`src/rtl/cpu_pkg.sv`:
```
// Shared state encoding and PC constants for the program-counter sequencer.
package cpu_pkg;

    typedef enum logic [2:0] {
        ST_BOOT  = 3'd0,
        ST_RUN   = 3'd1,
        ST_WAIT  = 3'd2,
        ST_HALT  = 3'd3,
        ST_ERROR = 3'd4
    } state_t;

    localparam logic [31:0] PC_INC           = 32'd4;
    localparam logic [31:0] DEFAULT_RESET_PC = 32'h0000_3000;

    function automatic logic [31:0] align_word(input logic [31:0] a);
        return a & 32'hFFFF_FFFC;
    endfunction

endpackage

```
`src/rtl/next_pc_sel.sv`:
```
// Priority next-PC mux (jr > jump > branch > sequential) with word alignment.
module next_pc_sel
    import cpu_pkg::*;
(
    input  logic        i_en_redirect,
    input  logic [31:0] i_pc_cur,
    input  logic        i_jr,
    input  logic [31:0] i_jr_target,
    input  logic        i_jump,
    input  logic [31:0] i_jump_target,
    input  logic        i_br_taken,
    input  logic [31:0] i_br_target,
    output logic [31:0] o_pc_next,
    output logic        o_redirect
);

    logic [31:0] w_seq_pc;

    assign w_seq_pc = i_pc_cur + PC_INC;

    always_comb begin
        o_pc_next  = align_word(w_seq_pc);
        o_redirect = 1'b0;
        // Redirects are masked outside the fetch states so HALT resume always skips ahead.
        if (i_en_redirect) begin
            if (i_jr) begin
                o_pc_next  = align_word(i_jr_target);
                o_redirect = 1'b1;
            end else if (i_jump) begin
                o_pc_next  = align_word(i_jump_target);
                o_redirect = 1'b1;
            end else if (i_br_taken) begin
                o_pc_next  = align_word(i_br_target);
                o_redirect = 1'b1;
            end
        end
    end

endmodule

```
`src/rtl/pc_sequencer.sv`:
```
// PC sequencing FSM: boot, fetch/stall/halt control, imem timeout and debug statistics.
module pc_sequencer
    import cpu_pkg::*;
#(
    parameter logic [31:0] RESET_PC = DEFAULT_RESET_PC,
    parameter int          CNT_W    = 32,
    parameter int          WAIT_MAX = 15
) (
    input  logic             clk,
    input  logic             rst,
    input  logic [31:0]      pc_cur,
    input  logic             imem_ready,
    input  logic             stall_req,
    input  logic             halt,
    input  logic             go,
    input  logic             br_taken,
    input  logic [31:0]      br_target,
    input  logic             jump,
    input  logic [31:0]      jump_target,
    input  logic             jr,
    input  logic [31:0]      jr_target,
    output logic             pc_en,
    output logic [31:0]      pc_next,
    output logic [2:0]       state,
    output logic             err,
    output logic [CNT_W-1:0] cycle_cnt,
    output logic [CNT_W-1:0] redirect_cnt
);

    localparam int WCW = $clog2(WAIT_MAX + 1);

    state_t             r_state;
    logic [WCW-1:0]     r_wait;
    logic               r_err;
    logic [CNT_W-1:0]   r_cycle_cnt;
    logic [CNT_W-1:0]   r_redirect_cnt;

    state_t             w_state_nxt;
    logic [WCW-1:0]     w_wait_nxt;
    logic [WCW-1:0]     w_wait_inc;
    logic               w_err_set;
    logic               w_pc_en;
    logic [31:0]        w_pc_next;
    logic [31:0]        w_sel_pc;
    logic               w_sel_redirect;
    logic               w_fetch_state;

    function automatic logic [CNT_W-1:0] sat_inc(input logic [CNT_W-1:0] v);
        return (&v) ? v : v + 1'b1;
    endfunction

    assign w_fetch_state = (r_state == ST_RUN) || (r_state == ST_WAIT);
    assign w_wait_inc    = r_wait + 1'b1;

    next_pc_sel u_sel (
        .i_en_redirect (w_fetch_state),
        .i_pc_cur      (pc_cur),
        .i_jr          (jr),
        .i_jr_target   (jr_target),
        .i_jump        (jump),
        .i_jump_target (jump_target),
        .i_br_taken    (br_taken),
        .i_br_target   (br_target),
        .o_pc_next     (w_sel_pc),
        .o_redirect    (w_sel_redirect)
    );

    always_comb begin
        w_state_nxt = r_state;
        w_wait_nxt  = r_wait;
        w_err_set   = 1'b0;
        w_pc_en     = 1'b0;
        w_pc_next   = w_sel_pc;
        unique case (r_state)
            ST_BOOT: begin
                w_pc_en     = 1'b1;
                w_pc_next   = RESET_PC;
                w_state_nxt = ST_RUN;
            end
            ST_RUN, ST_WAIT: begin
                if (!imem_ready) begin
                    if (r_state == ST_RUN) begin
                        w_state_nxt = ST_WAIT;
                        w_wait_nxt  = WCW'(1);
                    end else begin
                        w_wait_nxt = w_wait_inc;
                        if (w_wait_inc == WCW'(WAIT_MAX)) begin
                            w_state_nxt = ST_ERROR;
                            w_err_set   = 1'b1;
                        end
                    end
                end else begin
                    // A ready WAIT cycle is handled exactly like RUN: no bubble.
                    w_state_nxt = ST_RUN;
                    w_wait_nxt  = '0;
                    if (stall_req) begin
                        w_pc_en = 1'b0;
                    end else if (halt) begin
                        w_state_nxt = ST_HALT;
                    end else begin
                        w_pc_en = 1'b1;
                    end
                end
            end
            ST_HALT: begin
                if (go) begin
                    w_pc_en     = 1'b1;
                    w_state_nxt = ST_RUN;
                end
            end
            ST_ERROR: begin
                w_state_nxt = ST_ERROR;
            end
            default: begin
                w_state_nxt = ST_BOOT;
            end
        endcase
    end

    always_ff @(posedge clk or negedge rst) begin
        if (!rst) begin
            r_state        <= ST_BOOT;
            r_wait         <= '0;
            r_err          <= 1'b0;
            r_cycle_cnt    <= '0;
            r_redirect_cnt <= '0;
        end else begin
            r_state <= w_state_nxt;
            r_wait  <= w_wait_nxt;
            r_err   <= r_err | w_err_set;
            if (w_fetch_state) begin
                r_cycle_cnt <= sat_inc(r_cycle_cnt);
            end
            if (w_pc_en && w_sel_redirect) begin
                r_redirect_cnt <= sat_inc(r_redirect_cnt);
            end
        end
    end

    assign pc_en        = w_pc_en & rst;
    assign pc_next      = w_pc_next;
    assign state        = r_state;
    assign err          = r_err;
    assign cycle_cnt    = r_cycle_cnt;
    assign redirect_cnt = r_redirect_cnt;

endmodule

```
`config.mk`:
```
export PLATFORM = sky130hd
export DESIGN_NAME = pc_sequencer
export DESIGN_NICKNAME = d
export VERILOG_FILES = /design/src/rtl/cpu_pkg.sv /design/src/rtl/next_pc_sel.sv /design/src/rtl/pc_sequencer.sv
export SDC_FILE = /design/constraint.sdc
export NUM_CORES = 1
export LEC_CHECK = 0
export BUFFER_PORTS_ARGS = -buffer_cell sky130_fd_sc_hd__clkbuf_2
export CORE_MARGIN = 5
export CORE_UTILIZATION = 48
export CTS_CLUSTER_DIAMETER = 100
export CTS_CLUSTER_SIZE = 40
export DETAILED_ROUTE_END_ITERATION = 6
export GPL_ROUTABILITY_DRIVEN = 0
export PLACE_DENSITY = 0.82
export SLEW_MARGIN = 20
export SYNTH_ARGS = -nofsm -noshare
export SYNTH_HDL_FRONTEND = slang
export SYNTH_SLANG_ARGS = --single-unit
```
`constraint.sdc`:
```
create_clock -name clk -period 2.8 [get_ports clk]
set_clock_uncertainty 0.1 [all_clocks]
set_input_delay 0.56 -clock clk [delete_from_list [all_inputs] [get_ports clk]]
set_output_delay 0.56 -clock clk [all_outputs]
set_load 0.005 [all_outputs]
```
## After elaboration in Yosys (flattened, before gate mapping)

Index checks and enable logic that the tools add are counted.

| storage, ports and cells | value |
|---|---|
| memories kept | 0 |
| register bits | 72 |
| output and inout bits | 101 |
| input port bits | 137 |
| memory bits (writable) | 0 |
| latch bits | 0 |
| word-level logic and storage cells | 56 |
| ROM bits | 0 |

| operators by class | value |
|---|---|
| equality and inequality tests | 7 |
| multipliers | 0 |
| reductions and logical operators | 9 |
| order comparisons | 0 |
| muxes and demuxes | 27 |
| shifts and indexed selects | 0 |
| divide/modulo/power cells | 0 |
| add/sub/neg operators | 4 |
| bitwise logic cells | 4 |

Operators with widths:

| operator | count |
|---|---|
| $mux 32 | 5 |
| $add 32x1->32 const B | 2 |
| $reduce_and 32->1 | 2 |
| $add 32x3->32 const B | 1 |
| $mux 1 | 12 |
| $mux 3 | 4 |
| $pmux 3 s4 | 1 |
| $mux 4 | 2 |
| $eq 3x2->1 const B | 2 |
| $reduce_and 2->1 | 3 |
| $add 4x1->4 const B | 1 |
| $eq 4x4->1 const B | 1 |
| $mux 2 | 2 |
| $ne 4x4->1 const B | 1 |
| $eq 3x1->1 const B | 1 |
| $eq 3x3->1 const B | 1 |
| $logic_not 3->1 | 1 |
| $pmux 1 s3 | 1 |
| $ne 2x2->1 const B | 1 |
| $not 1->1 | 2 |
| $reduce_or 2->1 | 1 |
| $and 1x1->1 | 1 |
| $logic_and 1x1->1 | 1 |
| $logic_or 1x1->1 | 1 |
| $or 1x1->1 | 1 |

## Longest topological paths before layout

Gate-level depths: netlist of run 1.

| logic depth | value |
|---|---|
| depth after elaboration | 7 |
| mapped depth | 7 |
| gate-level depth less buffers | 6 |

## Modules after synthesis

A second synthesis of run 1 with hierarchy kept.

| second synthesis, totals | value |
|---|---|
| cells, all modules | 637 |
| area, all modules | 5418.9 µm² |

By module, submodules not included:

| module | times used | cells an instance | seq. area each (µm²) | area each (µm²) |
|---|---|---|---|---|
| pc_sequencer | 1 | 388 | 1801.7 | 3866.2 |
| next_pc_sel | 1 | 249 | 0.0 | 1552.7 |

## Worst setup path after synthesis of run 1

OpenSTA, ideal clock, no wires.

| timing path | value |
|---|---|
| path kind | input to output |
| from | in jr |
| to | out pc_next[4] |
| arrival time | 1.864 ns |
| stages on the path | 6 |
| path slack | 0.276 ns |
| path through | clkbuf_1 -> or3_2 -> nand2_1 -> clkbuf_1 -> a22oi_1 -> nor2_1 |

| on the way | value |
|---|---|
| longest elaborated chain between the ends | 3 |

RTL lines:

| what | line | source |
|---|---|---|
| start, declared | pc_sequencer.sv:20 | `input logic jr,` |
| $mux 32 | next_pc_sel.sv:26 | `if (i_jr) begin` |
| $mux 32 | next_pc_sel.sv:25 | `if (i_en_redirect) begin` |
| $mux 32 | pc_sequencer.sv:74 | `unique case (r_state)` |
| end, declared | pc_sequencer.sv:23 | `output logic [31:0] pc_next,` |

Every way passes these cells.

## Worst setup path after layout of run 1

| timing path | value |
|---|---|
| from | in pc_cur[9] |
| to | out pc_next[19] |

| on the way | value |
|---|---|
| longest elaborated chain between the ends | 6 |

RTL lines:

| what | line | source |
|---|---|---|
| start, declared | pc_sequencer.sv:11 | `input logic [31:0] pc_cur,` |
| $add 32x3->32 (*) | next_pc_sel.sv:19 | `assign w_seq_pc = i_pc_cur + PC_INC;` |
| $mux 32 | next_pc_sel.sv:32 | `end else if (i_br_taken) begin` |
| $mux 32 | next_pc_sel.sv:29 | `end else if (i_jump) begin` |
| $mux 32 | next_pc_sel.sv:26 |  |
| $mux 32 (*) | next_pc_sel.sv:25 |  |
| $mux 32 (*) | pc_sequencer.sv:74 |  |

Every way passes the cells marked *; elsewhere a longest branch is shown, timed or not.

==> qor_table.md, run 1 <==
| Group | Quantity | This run |
| --- | --- | --- |
| global route | Maximum number of pins on one net before global-route repair | 73 |
| setup path | Critical Path AT | 2.10 ns |
| placement | Detail Placement HPWL | 14.6 mm |
| logic synthesis | Post-synthesis cell type count | 67 |
| sta | Minimum clock period after layout | 2.76 ns |
| placement | Worst Setup Slack post-DPL | -0.104 ns |
| final layout | Number of antenna diodes | 0 |
| power and ir drop | Power density normalized to cell area | 623 nW/um^2 |
| floorplan | Core Region | 10400 sq um |
| logic synthesis | Area fraction in and, or, nand and nor cells after synthesis | 26.6% |
| setup path | Maximum fanout count along the critical path | 8 |
| global route | Vias in the first global route | 5761 |
| logic synthesis | Ys async rst share | 100% |
| final layout | Final Cell Area | 6890 sq um |
| final layout | Final core utilization | 66.4% |
| final layout | Growth of design area from synthesis to finish | 34.2% |
| placement | Post-Place Cell Area | 6610 sq um |
| final layout | Proportion of layout cells with a drive suffix above 1 | 38.9% |
| global route | Global-route wire length before repair | 28.6 mm |
| logic synthesis | Number of flops mapped to enable cells by yosys | 0 |
| sta | Hold Violations, Final | 0 |
| setup path | Worst Reg-to-Reg Cells | 6 |
| route | Post-DRT Antenna Nets | 0 |
| global route | Antenna violations before repair | 0 |
| route | First-iteration detailed-routing DRC count | 486 |
| floorplan | Die Footprint | 12900 sq um |
| sta | Final max-slew violation count | 0 |
| power and ir drop | Leakage power total | 3.30 nW |
| logic synthesis | Share of the synthesized area in compound gates (AO/OA/AOI/OAI) | 18.4% |
| worst hold path | Worst hold path type | in2async |
| final layout | Number of nets in the final layout | 976 |
| logic synthesis | Total standard cell area after synthesis | 5130 sq um |
| status | Outcome | complete, no violations |
| route | Detail-routed net length per standard cell | 18.7 um |
| floorplan | Initial Util | 49.5% |
| logic synthesis | Share of synthesized area spent on multiplexers | 0.731% |
| floorplan | Height of the chip | 113 um |
| floorplan | Top-level port count | 238 |
| setup path | Critical path origin | pc_cur[9] |
| setup path | Worst setup SP type | input pin |
| logic synthesis | Total of flip-flops plus latches after synthesis | 72 |
| logic synthesis | Mean post-synth cell area | 8.73 sq um |
| setup path | Slowest Stage Delay on Critical Path | 0.45 ns |
| cts | Number of buffers on the longest clock path | 2 |
| logic synthesis | Post-synthesis instance total | 588 |
| logic synthesis | Dominant combinational cell family by area after synthesis | simple AND/OR/NAND/NOR gates |
| route | Average vias per placed instance | 5.88 |
| final layout | Total area of multi-input combinational cells | 3260 sq um |
| sta | Worst Slack Setup Final | 0.0397 ns |
| sta | Final period utilization | 98.6% |
| setup path | Worst setup slack for register-to-register paths | 0.30 ns |
| global route | Total GRT Usage | 27.5% |
| floorplan | Number of placement rows | 37 |
| cts | Cts-stage hold buffer count | 0 |
| setup path | Required time of the critical path | 2.14 ns |
| cts | Clock insertion delay at the later pin of the skew report | 0.35 ns |
| setup path | Slowest stage cell, crit path | sky130_fd_sc_hd__or3_4 |
| setup path | Capturing point of the worst reg2reg path | cycle_cnt[6] |
| logic synthesis | Synthesis warning total | 0 |
| sta | Rel. slew slack | 38.1% |
| power and ir drop | Worst vdd rail ir drop | 0.000439 V |
| cts | TritonCTS clock tree | yes |
| route | Vias after detailed routing | 5735 |
| setup path | Start-to-end type of the worst setup path | in2out |
| setup path | Capturing element of the worst setup path | pc_next[19] |
| floorplan | Width of the chip | 113 um |
| logic synthesis | Most instantiated flip-flop cell in the synthesis netlist | sky130_fd_sc_hd__dfrtp_1 |
| cts | Post-CTS clock slew at the launch and capture registers of the worst setup and hold paths | 0.08 ns |
| cts | Clock root buffer | sky130_fd_sc_hd__clkbuf_8 |
| cts | Count of H-tree levels built during CTS | 3 |
| placement | Buffers added on ports | 227 |
| global route | Gr ovfl total | 0 |
| sta | Total Negative Setup Slacks | 0 ns |
| setup path | Cell Chain, Critical Path | clkbuf_2 > nand4_2 > or3_4 > nor3_2 > xnor2_1 > a221oi_1 > clkbuf_2 |
| route | Number of iterations in the first detailed-routing pass | 5 |
| setup path | Critical Path End Type | output port |
| setup path | Startpoint of the most critical register-to-register path | cycle_cnt[0] |
| sta | Highest clock frequency the design can meet | 362 MHz |
| logic synthesis | Synth top area share | 35.1% |
| logic synthesis | Adder-cell share of the synthesized area | 1.22% |
| cts | Number of CTS-inserted buffers | 9 |
| sta | Least-Margin Pin Slew | 0.929 ns |
| logic synthesis | Portion of the post-synthesis area used by sequential elements | 35.1% |
| sta | Number of failing setup endpoints in the final timing report | 0 |
| final layout | Filler instances | 892 |
| setup path | Library cell appearing most often on the critical path | sky130_fd_sc_hd__clkbuf_2 |
| final layout | Register area | 1800 sq um |
| route | Number of design rule violations left after detail routing | 0 |
| logic synthesis | Xor and xnor fraction of the mapped netlist area | 14.5% |
| logic synthesis | Top-count cell post-synth | sky130_fd_sc_hd__dfrtp_1 |
| logic synthesis | Dominant cells by area after synthesis | sky130_fd_sc_hd__dfrtp_1 35%, sky130_fd_sc_hd__xnor2_1 8.4%, sky130_fd_sc_hd__xor2_1 5.8% |
| power and ir drop | Power after layout | 4.29 mW |
| cts | Number of sinks on the clock net | 72 |
| logic synthesis | Cell types with the highest counts after synthesis | 72 x sky130_fd_sc_hd__dfrtp_1, 49 x sky130_fd_sc_hd__xnor2_1, 47 x sky130_fd_sc_hd__nor2_1 |
| logic synthesis | Cell type with the largest total area after synthesis | sky130_fd_sc_hd__dfrtp_1 |
| route | Final routed wirelength across all metal layers | 18.3 mm |
| job | Max Cap Violations | 0 |
## worst min-delay path by stage
stage | end | cells after the start | start | slack (ns)
4_1_cts | err | 1 | err | 0.38
6_report | redirect_cnt[24] | 2 | rst | 0.39
3_5_place_dp | err | 1 | err | 0.36
3_3_place_gp | err | 1 | err | 0.35
5_1_grt | err | 1 | err | 0.42
2_1_floorplan | cycle_cnt[0] | 0 | rst | 0.16
## where the power goes
| group | internal, mW | leakage [nW] | switching, mW |
|---|---|---|---|
| combinational | 0.964 | 2.24 | 1.28 |
| sequential | 1.15 | 0.974 | 0.158 |
| clock | 0.348 | 0.0866 | 0.396 |
## sequential cells by signal, summed over array words and instances, names as in the netlist
| register | flops |
|---|---|
| err | 1 |
| redirect_cnt | 32 |
| r_wait | 4 |
| cycle_cnt | 32 |
| state | 3 |
## cells by family after synthesis
kind of cell,Yosys count
and+or+nand+nor,249
adders and majority gates,5
buffers and inverters,42
AOI/OAI and AO/OA,132
DFF,72
other,1
muxes,3
xor gates and xnor gates,84
## repair_timing
item | in CTS | in global routing
resized for setup | 4 | 19
endpoints found under the setup margin | 6 | 20
pin swaps | 0 | 1
buffers inserted | 0 | 0
## worst max-delay path, delay by kind of cell
kind | cells | cell delay [ns]
simple gates | 3 | 0.79
compound gates | 1 | 0.36
buf+inv | 2 | 0.29
xor+xnor | 1 | 0.10
## cell usage in the layout, fill, tap and decap left out, drive strengths merged, types with 5 or more instances in the layout
| master | synthesis | layout |
|---|---|---|
| a21oi | 36 | 36 |
| a221oi | 23 | 23 |
| and2 | 5 | 5 |
| and3 | 17 | 17 |
| and4 | 9 | 9 |
| buf | 11 | 38 |
| clkbuf | 18 | 237 |
| dfrtp | 72 | 72 |
| ha | 5 | 5 |
| inv | 12 | 12 |
| nand2 | 42 | 42 |
| nand3 | 44 | 44 |
| nand4 | 32 | 32 |
| nor2 | 48 | 48 |
| nor3 | 32 | 32 |
| o21ai | 17 | 17 |
| o22ai | 28 | 28 |
| xnor2 | 49 | 49 |
| xor2 | 35 | 35 |
## layer usage
metal,GRT usage [%],wire length (um),vias to the layer above
met3,6.74,1350,56
met5,0,0,-
met1,31.5,6940,2743
met2,48.7,9260,260
li1,-,-,2676
met4,11.7,723,0
## stage by stage
stage	cells	hold WS, ns
2_1_floorplan	589	0.164
6_report	975	0.385
3_3_place_gp	959	0.351
5_1_grt	975	0.419
4_1_cts	975	0.383
3_5_place_dp	959	0.360
## layout make-up
cell class	count	share of cell area, %
clock inverters	4	0.436
well taps	136	2.47
multi-input cells	475	47.3
inverters	13	0.708
clock buffers	12	2.11
repair buffers	263	20.8
flip-flops and latches	72	26.2
No activity file was read; power rests on OpenSTA's default activity.
==> run 2: changes to the inputs <==
CORE_UTILIZATION = 49   (was 48)
CTS_BUF_LIST = sky130_fd_sc_hd__clkbuf_8   (was not set)
PLACE_DENSITY = 0.83   (was 0.82)
==> run 2 against run 1 <==
Global-route usage shrank 1.3 points. Critical path type unchanged. Clock power shrank 2%. Non-clock buffer count grew 4. First-iteration DRC count shrank 26%. Flip-flop and latch count is the same. Largest cell class unchanged. Total power grew 0.18%.
==> qor_table.md, run 2 (same netlist as run 1, synthesis figures left out) <==
| Group | Quantity | This run |
| --- | --- | --- |
| setup path | Capturing element of the worst setup path | pc_next[24] |
| global route | Gr ovfl total | 0 |
| final layout | Proportion of layout cells with a drive suffix above 1 | 38.3% |
| setup path | Critical Path AT | 2.08 ns |
| sta | Setup repair after global routing missed its margin | yes |
| final layout | Number of nets in the final layout | 980 |
| cts | Number of sinks on the clock net | 72 |
| cts | Count of H-tree levels built during CTS | 3 |
| setup path | Capturing point of the worst reg2reg path | cycle_cnt[6] |
| sta | Least-Margin Pin Slew | 0.900 ns |
| floorplan | Die Footprint | 12600 sq um |
| cts | Number of buffers on the longest clock path | 2 |
| sta | Hold Violations, Final | 0 |
| sta | Final max-slew violation count | 0 |
| setup path | Required time of the critical path | 2.14 ns |
| power and ir drop | Power density normalized to cell area | 623 nW/um^2 |
| sta | Rel. slew slack | 40.0% |
| route | Number of design rule violations left after detail routing | 0 |
| cts | TritonCTS clock tree | yes |
| route | Vias after detailed routing | 5684 |
| setup path | Critical path origin | pc_cur[14] |
| worst hold path | Worst hold path type | reg2reg |
| sta | Minimum clock period after layout | 2.74 ns |
| route | First-iteration detailed-routing DRC count | 360 |
| sta | Number of failing setup endpoints in the final timing report | 0 |
| route | Detail-routed net length per standard cell | 17.6 um |
| sta | Total Negative Setup Slacks | 0 ns |
| final layout | Leading cell types in the layout, fill and taps excluded | 225 x sky130_fd_sc_hd__clkbuf_2, 72 x sky130_fd_sc_hd__dfrtp_1, 49 x sky130_fd_sc_hd__xnor2_1 |
| setup path | Start-to-end type of the worst setup path | in2out |
| status | Outcome | complete, no violations |
| setup path | Worst setup SP type | input pin |
| cts | Clock root buffer | sky130_fd_sc_hd__clkbuf_8 |
| cts | Clock insertion delay at the later pin of the skew report | 0.35 ns |
| global route | Total GRT Usage | 26.2% |
| sta | Highest clock frequency the design can meet | 364 MHz |
| global route | Global-route wire length before repair | 27.3 mm |
| setup path | Worst setup slack for register-to-register paths | 0.33 ns |
| final layout | Leading cell type in the layout, fill and taps excluded | sky130_fd_sc_hd__clkbuf_2 |
| floorplan | Width of the chip | 112 um |
| floorplan | Top-level port count | 238 |
| cts | Cts-stage hold buffer count | 0 |
| route | Post-DRT Antenna Nets | 0 |
| final layout | Growth of design area from synthesis to finish | 34.5% |
| setup path | Worst Reg-to-Reg Cells | 6 |
| global route | Antenna violations before repair | 0 |
| setup path | Critical Path End Type | output port |
| final layout | Filler instances | 827 |
| route | Number of iterations in the first detailed-routing pass | 5 |
| cts | Number of CTS-inserted buffers | 9 |
| floorplan | Number of placement rows | 37 |
| setup path | Maximum fanout count along the critical path | 8 |
| route | Final routed wirelength across all metal layers | 17.3 mm |
| global route | Maximum number of pins on one net before global-route repair | 73 |
| floorplan | Core Region | 10300 sq um |
| placement | Instance count after placement with tap cells included | 960 |
| power and ir drop | Leakage power total | 3.33 nW |
| final layout | Non-filler cells in the finished layout | 979 |
| placement | Buffers added on ports | 227 |
| power and ir drop | Worst vdd rail ir drop | 0.000409 V |
| final layout | Number of antenna diodes | 0 |
| cts | Post-CTS clock slew at the launch and capture registers of the worst setup and hold paths | 0.07 ns |
| global route | Vias in the first global route | 5488 |
| sta | Final period utilization | 98.0% |
| job | Max Cap Violations | 0 |
| placement | Detail Placement HPWL | 13.7 mm |
| floorplan | Initial Util | 50.0% |
| setup path | Startpoint of the most critical register-to-register path | cycle_cnt[0] |
| floorplan | Height of the chip | 112 um |
| route | Average vias per placed instance | 5.81 |
[run 2: stage by stage]
step	util, %	power [mW]	hold WS, ns	setup slack (ns)	instance area (sq um)
floorplan	-	2.45	0.164	0.276	5140
global placement	64.5	3.43	0.344	-0.0316	6630
detailed placement	64.5	3.49	0.353	-0.0567	6630
CTS	66.5	4.28	0.370	0.00741	6830
global route	67.2	4.59	0.406	-0.00755	6900
finish	67.2	4.30	0.367	0.0558	6900
[run 2: per-layer routing]
layer,track usage (%),share of wire [%],up-vias
met5,0,0,-
met4,11.8,4.1,0
met3,6.68,8.7,52
met2,44.9,48,283
met1,30.9,39,2661
li1,-,-,2688
[run 2: area by class of cell]
class | count | area, sq um | share of cell area (%)
Clock inverter | 7 | 47.5 | 0.689
Clock buffer | 9 | 124 | 1.79
Tap cell | 136 | 170 | 2.47
Timing Repair Buffer | 267 | 1470 | 21.4
Inverter | 13 | 48.8 | 0.707
Sequential cell | 72 | 1800 | 26.1
Multi-Input combinational cell | 475 | 3240 | 46.9
[run 2: repair_timing]
item	4_1_cts	5_1_grt
resized for setup	2	13
endpoints found under the setup margin	11	10
setup buffers	2	1
endpoints found under the hold margin	0	0
pin swaps	1	3
[run 2: worst min-delay path by stage]
stage	from	to	slack, ns	depth (start not counted)
floorplan	rst	cycle_cnt[0]	0.16	0
global placement	err	err	0.34	1
detailed placement	err	err	0.35	1
CTS	err	err	0.37	1
global route	err	err	0.41	1
finish	err	err	0.37	1
[run 2: power breakdown]
part           leakage, nW  switching [mW]  total [mW]  internal, mW
clock network       0.0854           0.410       0.731         0.321
logic                 2.27            1.31        2.29         0.982
registers            0.976           0.137        1.28          1.15
total                 3.33            1.85        4.30          2.45
[run 2: worst max-delay path: stages]
cell and delay [ns]:
sky130_fd_sc_hd__clkbuf_2 0.10, sky130_fd_sc_hd__nand4_1 0.14, sky130_fd_sc_hd__or3_4 0.47, sky130_fd_sc_hd__nor4_2 0.19
sky130_fd_sc_hd__xnor2_1 0.14, sky130_fd_sc_hd__a221oi_2 0.32, sky130_fd_sc_hd__clkbuf_2 0.16
==> run 3: changes to the inputs <==
==> constraint.sdc (replaced) <==
create_clock -name clk -period 2.8 [get_ports clk]
set_clock_uncertainty 0.1 [all_clocks]
set_input_delay 0.56 -clock clk [delete_from_list [all_inputs] [get_ports clk]]
set_output_delay 0.56 -clock clk [all_outputs]
set_load 0.05 [all_outputs]
==> run 3 against run 2 <==
Count of clock-buffer cells in the layout stayed put. The run now ends with setup timing left. Register-to-register slack worse by 0.05 ns. Via count is 5.5% higher. Largest power group unchanged.
==> qor_table.md, run 3 (same netlist as run 1, synthesis figures left out) <==
| Group | Quantity | This run |
| --- | --- | --- |
| cts | Clock root buffer | sky130_fd_sc_hd__clkbuf_8 |
| global route | Vias in the first global route | 5955 |
| final layout | Leading cell type in the layout, fill and taps excluded | sky130_fd_sc_hd__clkbuf_2 |
| power and ir drop | Worst vdd rail ir drop | 0.000720 V |
| floorplan | Number of placement rows | 37 |
| cts | Number of CTS-inserted buffers | 9 |
| global route | Gr ovfl total | 0 |
| sta | Final max-slew violation count | 0 |
| cts | Number of sinks on the clock net | 72 |
| setup path | Critical Path End Type | output port |
| route | Vias after detailed routing | 5995 |
| sta | Rel. slew slack | 39.4% |
| power and ir drop | Power density normalized to cell area | 936 nW/um^2 |
| global route | Global-route wire length before repair | 29.2 mm |
| route | Number of iterations in the first detailed-routing pass | 6 |
| setup path | Total buffers and inverters traversed by the critical path | 2 |
| job | Max Cap Violations | 0 |
| global route | Total GRT Usage | 28.2% |
| setup path | Maximum fanout count along the critical path | 8 |
| route | Number of design rule violations left after detail routing | 0 |
| setup path | Worst setup slack for register-to-register paths | 0.28 ns |
| sta | Hold Violations, Final | 0 |
| placement | Instance count after placement with tap cells included | 966 |
| setup path | Start-to-end type of the worst setup path | in2out |
| power and ir drop | Leakage power total | 3.65 nW |
| floorplan | Die Footprint | 12600 sq um |
| cts | Number of buffers on the longest clock path | 2 |
| status | Failing checks | setup timing |
| floorplan | Initial Util | 50.0% |
| setup path | Delay-heaviest family, CP | simple AND/OR/NAND/NOR gates |
| floorplan | Width of the chip | 112 um |
| worst hold path | Worst hold path type | reg2reg |
| global route | Antenna violations before repair | 0 |
| setup path | Required time of the critical path | 2.14 ns |
| sta | Number of failing setup endpoints in the final timing report | 8 |
| sta | Least-Margin Pin Slew | 0.909 ns |
| sta | Highest clock frequency the design can meet | 352 MHz |
| floorplan | Core Region | 10300 sq um |
| setup path | Critical Path AT | 2.18 ns |
| cts | Clock insertion delay at the later pin of the skew report | 0.35 ns |
| route | First-iteration detailed-routing DRC count | 746 |
| setup path | Worst setup SP type | input pin |
| final layout | Final Cell Area | 7730 sq um |
| route | Average vias per placed instance | 6.09 |
| floorplan | Top-level port count | 238 |
| sta | Final period utilization | 102% |
| status | Outcome | complete, but fails checks |
| final layout | Proportion of layout cells with a drive suffix above 1 | 43.6% |
| route | Detail-routed net length per standard cell | 19.4 um |
| route | Final routed wirelength across all metal layers | 19.1 mm |
| floorplan | Height of the chip | 112 um |
| cts | Post-CTS clock slew at the launch and capture registers of the worst setup and hold paths | 0.07 ns |
| placement | Buffers added on ports | 227 |
| setup path | Slowest Stage Delay on Critical Path | 0.53 ns |
| route | Post-DRT Antenna Nets | 0 |
| placement | Detail Placement HPWL | 14.4 mm |
| sta | Worst Slack Setup Final | -0.0424 ns |
| placement | Post-Place Cell Area | 7260 sq um |
| final layout | Number of nets in the final layout | 985 |
| placement | Worst Setup Slack post-DPL | -0.130 ns |
| final layout | Growth of design area from synthesis to finish | 50.6% |
| final layout | Number of antenna diodes | 0 |
| global route | Maximum number of pins on one net before global-route repair | 73 |
| sta | Final hold slack | 0.367 ns |
| final layout | Leading cell types in the layout, fill and taps excluded | 198 x sky130_fd_sc_hd__clkbuf_2, 70 x sky130_fd_sc_hd__dfrtp_1, 45 x sky130_fd_sc_hd__nor2_1 |
| cts | Count of H-tree levels built during CTS | 3 |
| setup path | Slowest stage cell, crit path | sky130_fd_sc_hd__or3_4 |
| sta | Setup repair after global routing missed its margin | yes |
| final layout | Non-filler cells in the finished layout | 984 |
| sta | Minimum clock period after layout | 2.84 ns |
| setup path | Cell Chain, Critical Path | buf_6 > nand4_1 > or3_4 > nor3_2 > xnor2_1 > a221oi_4 > buf_12 |
| cts | TritonCTS clock tree | yes |
==> run 3: cell count changes in the layout (fill, tap and decap cells not counted), moves of 4 or more <==
cell                       previous run  this run
sky130_fd_sc_hd__clkbuf_2           225       198
sky130_fd_sc_hd__a221oi_4             0        19
sky130_fd_sc_hd__a221oi_1            18         0
sky130_fd_sc_hd__buf_12               3        16
sky130_fd_sc_hd__buf_6                0         7
sky130_fd_sc_hd__buf_4               37        43
sky130_fd_sc_hd__xnor2_1             49        44
sky130_fd_sc_hd__xnor2_2              0         5
sky130_fd_sc_hd__nor3_1              23        19
==> run 3: timing repair <==
action | CTS | global route
pin swaps | 1 | 12
endpoints found under the hold margin | 0 | 0
setup buffers | 0 | 2
gates cloned | 0 | 0
resized for setup | 18 | 54
endpoints found under the setup margin | 18 | 29
hold buffers | 0 | 0
==> run 3: power breakdown <==
part	switching, mW	total, mW	internal, mW
combinational	3.30	5.13	1.83
sequential	0.144	1.29	1.15
clock	0.406	0.817	0.411
==> run 3: worst paths after layout <==
path | depth (start not counted) | startpoint | end
max reg2reg | 6 | cycle_cnt[0] | cycle_cnt[14]
min | 1 | err | err
min reg2reg | 1 | err | err
min in group asynchronous | 2 | rst | cycle_cnt[29]
max | 7 | pc_cur[13] | pc_next[27]
max in group asynchronous | 2 | rst | state[0]
==> run 3: per-layer routing <==
layer / wire [um] / GRT usage [%]
met5: 0 / 0
met4: 810 / 11.5
met3: 1630 / 6.25
met2: 9920 / 51.2
met1: 6750 / 31.9
==> run 3: metrics by stage <==
stage,power [mW],util [%],setup TNS (ns)
final,7.24,75.2,-0.201
after floorplan,4.74,-,-0.163
after global placement,6.13,70.6,-0.321
after CTS,7.12,73.2,-0.0246
after global routing,7.54,75.2,-0.560
after detailed placement,6.22,70.6,-0.638
==> run 3: layout make-up <==
cell class / count / area, sq um
flip-flops and latches: 72 / 1800
well taps: 136 / 170
inverters: 13 / 48.8
clock inverters: 7 / 71.3
repair buffers: 272 / 1780
multi-input cells: 475 / 3730
clock buffers: 9 / 124
fillers: 682 / 2540
